`src/rtl/load_store_unit.sv`:
```
// Load/store stage: turns decoded load/store controls into a single
// req/ack bus transaction and returns an aligned, extended load result.
//
// Bus handshake: bus_req is raised on the edge leaving IDLE and stays high,
// with bus_we/bus_addr/bus_wdata/bus_be stable, until the cycle in which
// bus_ack is sampled high in BUSY; it drops on that edge. bus_ack is a
// one-cycle strobe and is ignored outside BUSY.
module load_store_unit #(
  parameter int ADDR_WIDTH = 32
) (
  input  logic                  clk,
  input  logic                  rst_n,
  input  logic                  mem_read,
  input  logic                  mem_write,
  input  logic [1:0]            mem_size,
  input  logic                  mem_unsigned,
  input  logic [ADDR_WIDTH-1:0] addr,
  input  logic [31:0]           store_data,
  output logic [31:0]           load_data,
  output logic                  stall,
  output logic                  misaligned,
  output logic                  bus_req,
  output logic                  bus_we,
  output logic [ADDR_WIDTH-1:0] bus_addr,
  output logic [31:0]           bus_wdata,
  output logic [3:0]            bus_be,
  input  logic [31:0]           bus_rdata,
  input  logic                  bus_ack,
  output logic [1:0]            state_dbg
);

  typedef enum logic [1:0] {
    IDLE = 2'd0,
    BUSY = 2'd1,
    DONE = 2'd2
  } state_t;

  state_t      state;
  state_t      state_next;
  logic        mis_addr;
  logic        access;
  logic [3:0]  be_c;
  logic [31:0] wdata_c;
  logic [1:0]  size_q;
  logic [1:0]  lane_q;
  logic        uns_q;
  logic [7:0]  byte_sel;
  logic [15:0] half_sel;
  logic [31:0] load_c;

  assign state_dbg = state;

  // Alignment check, byte-enable and lane-replicated write data for the request
  always_comb begin
    mis_addr = 1'b0;
    be_c     = 4'b1111;
    wdata_c  = store_data;
    case (mem_size)
      2'b00: begin
        be_c    = 4'b0001 << addr[1:0];
        wdata_c = {4{store_data[7:0]}};
      end
      2'b01: begin
        mis_addr = addr[0];
        be_c     = addr[1] ? 4'b1100 : 4'b0011;
        wdata_c  = {2{store_data[15:0]}};
      end
      default: begin
        mis_addr = (addr[1:0] != 2'b00);
      end
    endcase
  end

  assign misaligned = (mem_read | mem_write) & mis_addr;
  assign access     = (mem_read | mem_write) & ~mis_addr;

  // Lane selection and sign/zero extension of the returned read word
  always_comb begin
    byte_sel = bus_rdata[{lane_q, 3'b000} +: 8];
    half_sel = lane_q[1] ? bus_rdata[31:16] : bus_rdata[15:0];
    case (size_q)
      2'b00:   load_c = {{24{~uns_q & byte_sel[7]}}, byte_sel};
      2'b01:   load_c = {{16{~uns_q & half_sel[15]}}, half_sel};
      default: load_c = bus_rdata;
    endcase
  end

  // Next-state and stall: stall covers the issuing IDLE cycle and all of BUSY
  always_comb begin
    state_next = state;
    stall      = 1'b0;
    case (state)
      IDLE: begin
        if (access) begin
          stall      = 1'b1;
          state_next = BUSY;
        end
      end
      BUSY: begin
        stall = 1'b1;
        if (bus_ack) state_next = DONE;
      end
      DONE: begin
        state_next = IDLE;
      end
      default: begin
        state_next = IDLE;
      end
    endcase
  end

  // State register
  always_ff @(posedge clk or negedge rst_n) begin
    if (!rst_n) state <= IDLE;
    else        state <= state_next;
  end

  // Request latch in IDLE, completion and load capture in BUSY
  always_ff @(posedge clk or negedge rst_n) begin
    if (!rst_n) begin
      bus_req   <= 1'b0;
      bus_we    <= 1'b0;
      bus_addr  <= '0;
      bus_wdata <= '0;
      bus_be    <= 4'b0000;
      size_q    <= 2'b00;
      lane_q    <= 2'b00;
      uns_q     <= 1'b0;
      load_data <= '0;
    end else begin
      if (state == IDLE && access) begin
        bus_req   <= 1'b1;
        bus_we    <= mem_write;
        bus_addr  <= {addr[ADDR_WIDTH-1:2], 2'b00};
        bus_wdata <= wdata_c;
        bus_be    <= be_c;
        size_q    <= mem_size;
        lane_q    <= addr[1:0];
        uns_q     <= mem_unsigned;
      end else if (state == BUSY && bus_ack) begin
        bus_req <= 1'b0;
        if (!bus_we) load_data <= load_c;
      end
    end
  end

endmodule

```
`config.mk`:
```
export PLATFORM = sky130hd
export DESIGN_NAME = load_store_unit
export DESIGN_NICKNAME = d
export VERILOG_FILES = /design/src/rtl/load_store_unit.sv
export SDC_FILE = /design/constraint.sdc
export NUM_CORES = 1
export LEC_CHECK = 0
export BUFFER_PORTS_ARGS = -buffer_cell sky130_fd_sc_hd__buf_4
export CAP_MARGIN = 20
export CORE_MARGIN = 2
export CORE_UTILIZATION = 40
export DETAILED_ROUTE_END_ITERATION = 10
export GPL_ROUTABILITY_DRIVEN = 1
export GPL_TIMING_DRIVEN = 0
export PLACE_DENSITY_LB_ADDON = 0.2
export SYNTH_ARGS = -nofsm -noshare
export SYNTH_HDL_FRONTEND = slang
export SYNTH_SLANG_ARGS = --single-unit
```
`constraint.sdc`:
```
create_clock -name clk -period 1.4 [get_ports clk]
set_input_delay 0.14 -clock clk [delete_from_list [all_inputs] [get_ports clk]]
set_output_delay 0.14 -clock clk [all_outputs]
set_load 0.02 [all_outputs]
```
Word level (Yosys, flattened, before mapping):

Index checks and enable logic that the tools add are counted.

* input port bits: 104
* flip-flop bits (word level): 107
* output and inout bits: 106
* word-level logic and storage cells: 48

* muxes and demuxes: 13
* equal/unequal tests: 5
* shift operators: 2
* bitwise operators: 9
* reductions and logical operators: 9

Operators with widths (number)
* one-hot mux 32 bit (2 select lines): 2
* indexed part select 32 x 6 -> 8 bit: 1
* two-way mux 16 bit: 1
* one-hot mux 4 bit (2 select lines): 1
* == test 2 x 1 -> 1 bit (second input constant): 3
* zero test 2 bit: 3
* bitwise AND 1 bit: 4
* two-way mux 2 bit: 2
* two-way mux 4 bit: 1
* != test 2 bit (second input constant): 2
* inverter 1 bit: 4
* one-hot mux 1 bit (2 select lines): 2
* one-hot mux 2 bit (2 select lines): 1
* nonzero test 2 bit: 2
* << shifter 1 x 2 -> 4 bit (first input constant): 1
* two-way mux 1 bit: 3
* AND reduction 3 bit: 1
* logical AND 1 bit: 2
* AND reduction 2 bit: 1
* OR 1 bit: 1

Longest topological paths before layout:

Gate-level depths: netlist (run 1).

* depth after elaboration: 7
* depth in mapped cells: 7
* gate-level depth less buffers: 4

Worst setup path after synthesis (run 1):

Ideal clock, no wire load.

* path type: register to register
* from: register state[0] (netlist: state_dbg[0])
* to: register bus_wdata[1]
* data required time: 1275 ps
* buffers on the path: 2
* period minus slack after synthesis: 1485 ps
* data arrival time: 1360 ps
* cell stages (with the launch flop): 6
* path slack: -85 ps
* cell sequence: dfrtp_1 nor2_1 nand4_2 buf_4 buf_6 mux2_2

* longest elaborated chain between the ends: 2

Ends and longest elaborated chain
* start: declaration: RTL line 38 `state_t state;`
* start signal: assignment: RTL line 115 `else state <= state_next;`
* zero test 2 bit: RTL line 131 `if (state == IDLE && access) begin`
* logical AND 1 bit: RTL line 131
* end signal: assignment: RTL line 135 `bus_wdata <= wdata_c;`
* end: declaration: RTL line 25 `output logic [31:0] bus_wdata,`

Every way passes these cells.
A chain may end at the register's enable or synchronous reset.

Worst setup path in the final report (run 1):

* from: register state[1] (netlist: state_dbg[1])
* to: output port stall

* longest elaborated chain between the ends: 2

Ends and longest elaborated chain
* == test 2 x 1 -> 1 bit or zero test 2 bit (tied branches): RTL line 92 `case (state)`
* one-hot mux 1 bit (2 select lines) *: RTL line 92
* end: declaration: RTL line 20 `output logic stall,`

Mark *: on every way between the ends. The rest lies on a longest branch, timed or not.

==> run metrics, run 1 <==
PwrDens=2010 nW/um^2; post-synthesis mux area share=17.4%; crit path launch type=register; top cells by area, synth=dfrtp_1 54%, mux2_2 10%, mux2i_1 5.9%, nand2_1 4.9%, a21oi_1 3.7%; Total GRT Usage=21.9%; hold depth=2; Root Buffer=clkbuf_16; iteration-0 DRC count of the detailed router=258; clock share of power=15.8%; f_max=636 MHz; Starting Density=41.0%; Hold Path Class=input pin to register; most common cell after layout, fill and taps aside=buf_4; vias in the first global route=4384; CP max FO=2; worst hold margin=25.8 ps; Worst VDD drop=0.979 mV; placed insts=811; fraction of layout cells with a size suffix above 1=51.4%; CP max stage cell=dfrtp_2; gr ovfl total=0; Die X=115 um; cell mode on critical path=buf_8; fin crit share=112%; post-synthesis sequential area ratio=54.3%; RSZ-0062 raised after global routing=true; worst reg2reg path depth=6; Compound-Gate Fraction of Synth Area=11.2%; core area=12000 um^2; final wirelength=14600 um; fill cell count=1016; P_leak=3.68 nW; CTS tree=built; Num CTS Buffers=9; Layout Skew=5.43 ps; Worst-path clk slew=70 ps; critical path required time=1260 ps; Worst Setup End Kind=output port; Mapped Area=4930 um^2; area leader, netlist=dfrtp_1; Max-cap violations=0; Synth top area share=54.3%; cell family with most CP delay=flip-flops; synthesized instance count=455; first-pass GRT wire length=22400 um; Seq pwr share=34.4%; Clock Sink Count=107; Max Slew Vio Count=0; Initial DRT Pass Iterations=5; full die area=13200 um^2; Die Height=115 um; crit path kind=register to output port; initial antenna violation count=0; # diodes=0; most frequent cells in the layout=221 x buf_4, 103 x dfrtp_1, 63 x nand2_1; WP data arrival=1430 ps; endpoints failing hold=0; Bufs on Longest Clock Path=2; Avg Vias per Cell=5.16; Port Buffers=207; simple-gate portion of the synthesized area=12.1%; post-synthesis adder-cell area fraction=0%; YS warnings=0; site row count=40; H-Tree Depth=3; largest family of logic cells by synthesized area=multiplexers; wire per inst=17.4 um; largest net degree at the start of global routing=58; CP peak stage delay=430 ps; Layout Cells excl Fill=844; DRC Markers=0; GP Congestion=0.822; stages on the worst setup path=6; I/O pins=210; CP Cell Sequence=nor2_4 > nand4_4 > buf_8 > buf_8 > nand2_4 > buf_6; post-route ant nets=0; net total in the final layout=796; slack of the critical path=-172 ps; Psw=5.86 mW; Worst-Skew Late Latency=340 ps; Internal Power=9.22 mW; #FFs+latches synth=107; xor/xnor share of the synthesized area=0%; Crit path buffers/inverters=3; status=finished, violations left; Final Critical Period=1570 ps; Switching Share=38.9%; Syn-to-layout area delta=52.2%; setup TNS=-8000 ps; failing checks=negative setup slack; routed vias=4351; Max-slew headroom=52.3%; slew of the pin with the lowest slew margin=715 ps; Comb pwr share=49.8%; Final setup viols=79; Yosys cell types=36; Post-DP HPWL=10800 um; Avg Synthesized Cell Area=10.8 um^2
## registers in the layout, indices dropped and copies added, names as in the netlist
| signal | cells |
|---|---|
| bus_be | 4 |
| lane_q | 2 |
| bus_addr | 30 |
| uns_q | 1 |
| bus_wdata | 32 |
| bus_req | 1 |
| load_data | 32 |
| size_q | 2 |
| bus_we | 1 |
| state_dbg | 2 |
## worst paths after layout
kind,startpoint,end,slack [ps]
min in group asynchronous,rst_n,load_data[19],390
setup / recovery,state_dbg[1],stall,-170
setup reg to reg,lane_q[1],load_data[6],-170
max in group asynchronous,rst_n,bus_addr[29],290
hold reg to reg,load_data[4],load_data[4],480
hold / removal,addr[7],bus_addr[7],30
## cell usage after synthesis
cell type  number
o21ai_2         1
a21boi_0        1
nand4_2         1
a21oi_1        36
o211ai_2        1
buf_2          13
buf_1           1
nor3_1          1
nor2_1         21
nand3_1        33
nand2_1        64
mux2i_1        29
o31ai_1         1
a311oi_4        1
mux2_4          4
a32oi_1         6
inv_1          14
nor2_2          1
buf_4           6
conb_1          1
a211oi_1        1
nor3b_2         1
o21ai_0        35
o21ba_2         1
nand2b_1        2
nor2b_1         1
clkbuf_1       11
a31oi_1         1
dfrtp_1       107
nand3b_1        2
nand4bb_4       1
or2_2           1
nand4_1         1
buf_6           3
mux2_2         45
a221o_1         6
## stage by stage
| stage | setup slack (ps) | cell area (um^2) | total power [mW] | utilization, % |
|---|---|---|---|---|
| CTS | -197 | 7320 | 14.9 | 61.0 |
| floorplan | -58.8 | 4950 | 8.93 | - |
| global route | -230 | 7500 | 15.9 | 62.4 |
| global placement | -221 | 6690 | 11.8 | 55.7 |
| detailed placement | -237 | 6720 | 12.0 | 55.9 |
| finish | -172 | 7500 | 15.1 | 62.4 |
## final cells by class
class / instances / area (um^2) / share of cell area (%)
Multi-Input combinational cell: 301 / 2200 / 29.3
Inverter: 14 / 52.6 / 0.701
Tap cell: 147 / 184 / 2.45
Clock inverter: 2 / 10.0 / 0.133
Buffer: 34 / 360 / 4.80
Timing Repair Buffer: 225 / 1750 / 23.3
Clock buffer: 14 / 264 / 3.52
Sequential cell: 107 / 2680 / 35.8
## power groups by stage
stage | Sequential, mW | Combinational [mW] | Clock [mW]
floorplan | 6.68 | 2.25 | 0
global placement | 5.16 | 6.68 | 0
detailed placement | 5.23 | 6.80 | 0
CTS | 5.19 | 7.24 | 2.42
global route | 5.36 | 8.00 | 2.57
finish | 5.20 | 7.50 | 2.38
## what timing repair did
action,CTS,global route
hold buffers,1,0
setup buffers,11,5
endpoints found under the setup margin,106,105
hold endpoints to repair,50,0
resized for setup,78,32
gates cloned,0,1
pin swaps,6,4
## layer usage
layer	share of wire (%)	GRT usage [%]
met5	0	0
met4	1.9	7.63
met3	8.4	7.27
met2	50	36.3
met1	40	27.0
## cells by family after synthesis
group           after synthesis
compound gates               91
other cells                   1
buf+inv                      48
flops                       107
mux                          78
simple gates                130
No activity file was read; power rests on OpenSTA's default activity.
==> run 2: changes to the inputs <==
==> constraint.sdc (replaced) <==
create_clock -name clk -period 1.5 [get_ports clk]
set_input_delay 0.15 -clock clk [delete_from_list [all_inputs] [get_ports clk]]
set_output_delay 0.15 -clock clk [all_outputs]
set_load 0.01 [all_outputs]
==> run metrics, run 2 (synthesized netlist as in run 1, its figures left out) <==
status=finished, violations left; failing checks=negative setup slack; full die area=13200 um^2; wire per inst=17.8 um; CP peak stage delay=380 ps; RSZ-0062 raised after global routing=true; Post-DP HPWL=10700 um; Bufs on Longest Clock Path=2; P_leak=3.78 nW; Die Height=115 um; Layout Skew=5.50 ps; # diodes=0; Avg Vias per Cell=5.24; I/O pins=210; critical path required time=1730 ps; Max-cap violations=0; Die X=115 um; Root Buffer=clkbuf_16; slew of the pin with the lowest slew margin=784 ps; Largest regs=bus_wdata: 32 flops, load_data: 32 flops, bus_addr: 30 flops; crit path launch type=register; Max Slew Vio Count=0; most common cell after layout, fill and taps aside=buf_4; Hold Path Class=input pin to register; Max-slew headroom=47.7%; Multi-input gate area=2330 um^2; routed vias=4441; Syn-to-layout area delta=55.3%; crit path kind=register to register; fraction of layout cells with a size suffix above 1=55.1%; DRC Markers=0; Clock Sink Count=107; GP Congestion=0.839; largest net degree at the start of global routing=68; register area=2680 um^2; PwrDens=1750 nW/um^2; slack of the critical path=-91.5 ps; first-pass GRT wire length=22600 um; gr ovfl total=0; Worst-path clk slew=70 ps; site row count=40; WP data arrival=1820 ps; Port Buffers=207; Num CTS Buffers=9; Final Critical Period=1590 ps; Initial DRT Pass Iterations=4; Starting Density=41.0%; pre-CTS worst setup slack=-234 ps; iteration-0 DRC count of the detailed router=265; net total in the final layout=800; DP Area=6700 um^2; f_max=628 MHz; core area=12000 um^2; Worst Setup End Kind=register; Worst-Skew Late Latency=350 ps; CP max FO=5; post-route ant nets=0; CP Cell Sequence=buf_6 > buf_4 > mux2_2 > a32oi_2 > nor2_2 > a221o_1; CP max stage cell=dfrtp_1; final wirelength=15100 um; most frequent cells in the layout=223 x buf_4, 104 x dfrtp_1, 59 x nand2_1; fill cell count=965; CTS tree=built; vias in the first global route=4407; Total GRT Usage=22.0%; endpoints failing hold=0; H-Tree Depth=3; Final Instance Area=7660 um^2; Final setup viols=31; Worst VDD drop=1.02 mV; initial antenna violation count=0; final core area utilization=63.7%; fin crit share=106%
==> run 2: changes by cell type in the layout (fill, tap and decap cells not counted), moves of 6 or more <==
cell and delta:
o21ai_0 +12, nand3_1 -16, nand3_2 +16, a21oi_2 +6
a21oi_1 -8, o21ai_1 -8
==> run 2: path summary, 6_finish.rpt <==
kind	to	cells past startpoint	slack (ps)	startpoint
max	load_data[1]	6	-90	lane_q[1]
min	bus_addr[24]	2	30	addr[24]
max reg2reg	load_data[1]	6	-90	lane_q[1]
min reg2reg	bus_wdata[22]	2	490	bus_wdata[22]
max in group asynchronous	bus_wdata[12]	3	440	rst_n
min in group asynchronous	bus_wdata[28]	2	340	rst_n
==> run 2: timing repair <==
action	CTS	global route
gates resized for setup	74	61
hold buffers	1	0
cloned	2	1
endpoints found under the setup margin	107	82
endpoints found under the hold margin	40	0
pin swaps	20	7
setup buffers	15	3
==> run 2: metrics by stage <==
stage	cells	power [mW]	setup TNS, ps	hold WS [ps]
after global placement	810	10.0	-8610	382
after CTS	844	13.0	-628	18.7
after floorplan	456	7.40	0	-146
after global routing	848	14.2	-2590	20.9
final	848	13.4	-897	25.3
after detailed placement	811	10.2	-11610	182
==> run 2: layout make-up <==
| type | instances | area share (%) |
|---|---|---|
| flip-flops and latches | 107 | 35.0 |
| plain buffers | 33 | 4.20 |
| clock inverters | 2 | 0.131 |
| clock buffers | 14 | 3.45 |
| inverters | 14 | 0.686 |
| well taps | 147 | 2.40 |
| repair buffers | 230 | 23.6 |
| multi-input cells | 301 | 30.5 |
==> run 2: worst max-delay path: cells and delay by family (launching register included) <==
kind / cells / cell delay [ps]
mux: 1 / 300
simple gates: 1 / 80
flops: 1 / 380
compound gates: 2 / 450
buf+inv: 2 / 260
==> run 2: metal layers <==
metal / vias up / wire length [um] / global-route usage, %
met1: 2169 / 5980 / 26.6
met4: 0 / 364 / 8.59
li1: 2064 / - / -
met2: 181 / 7570 / 36.7
met5: - / 0 / 0
met3: 27 / 1180 / 7.06
==> run 2: power breakdown <==
group | internal (mW) | switching (mW) | leakage (nW)
clock network | 1.21 | 1.02 | 0.137
registers | 4.12 | 0.772 | 1.30
logic | 3.35 | 2.90 | 2.34
total | 8.68 | 4.69 | 3.78
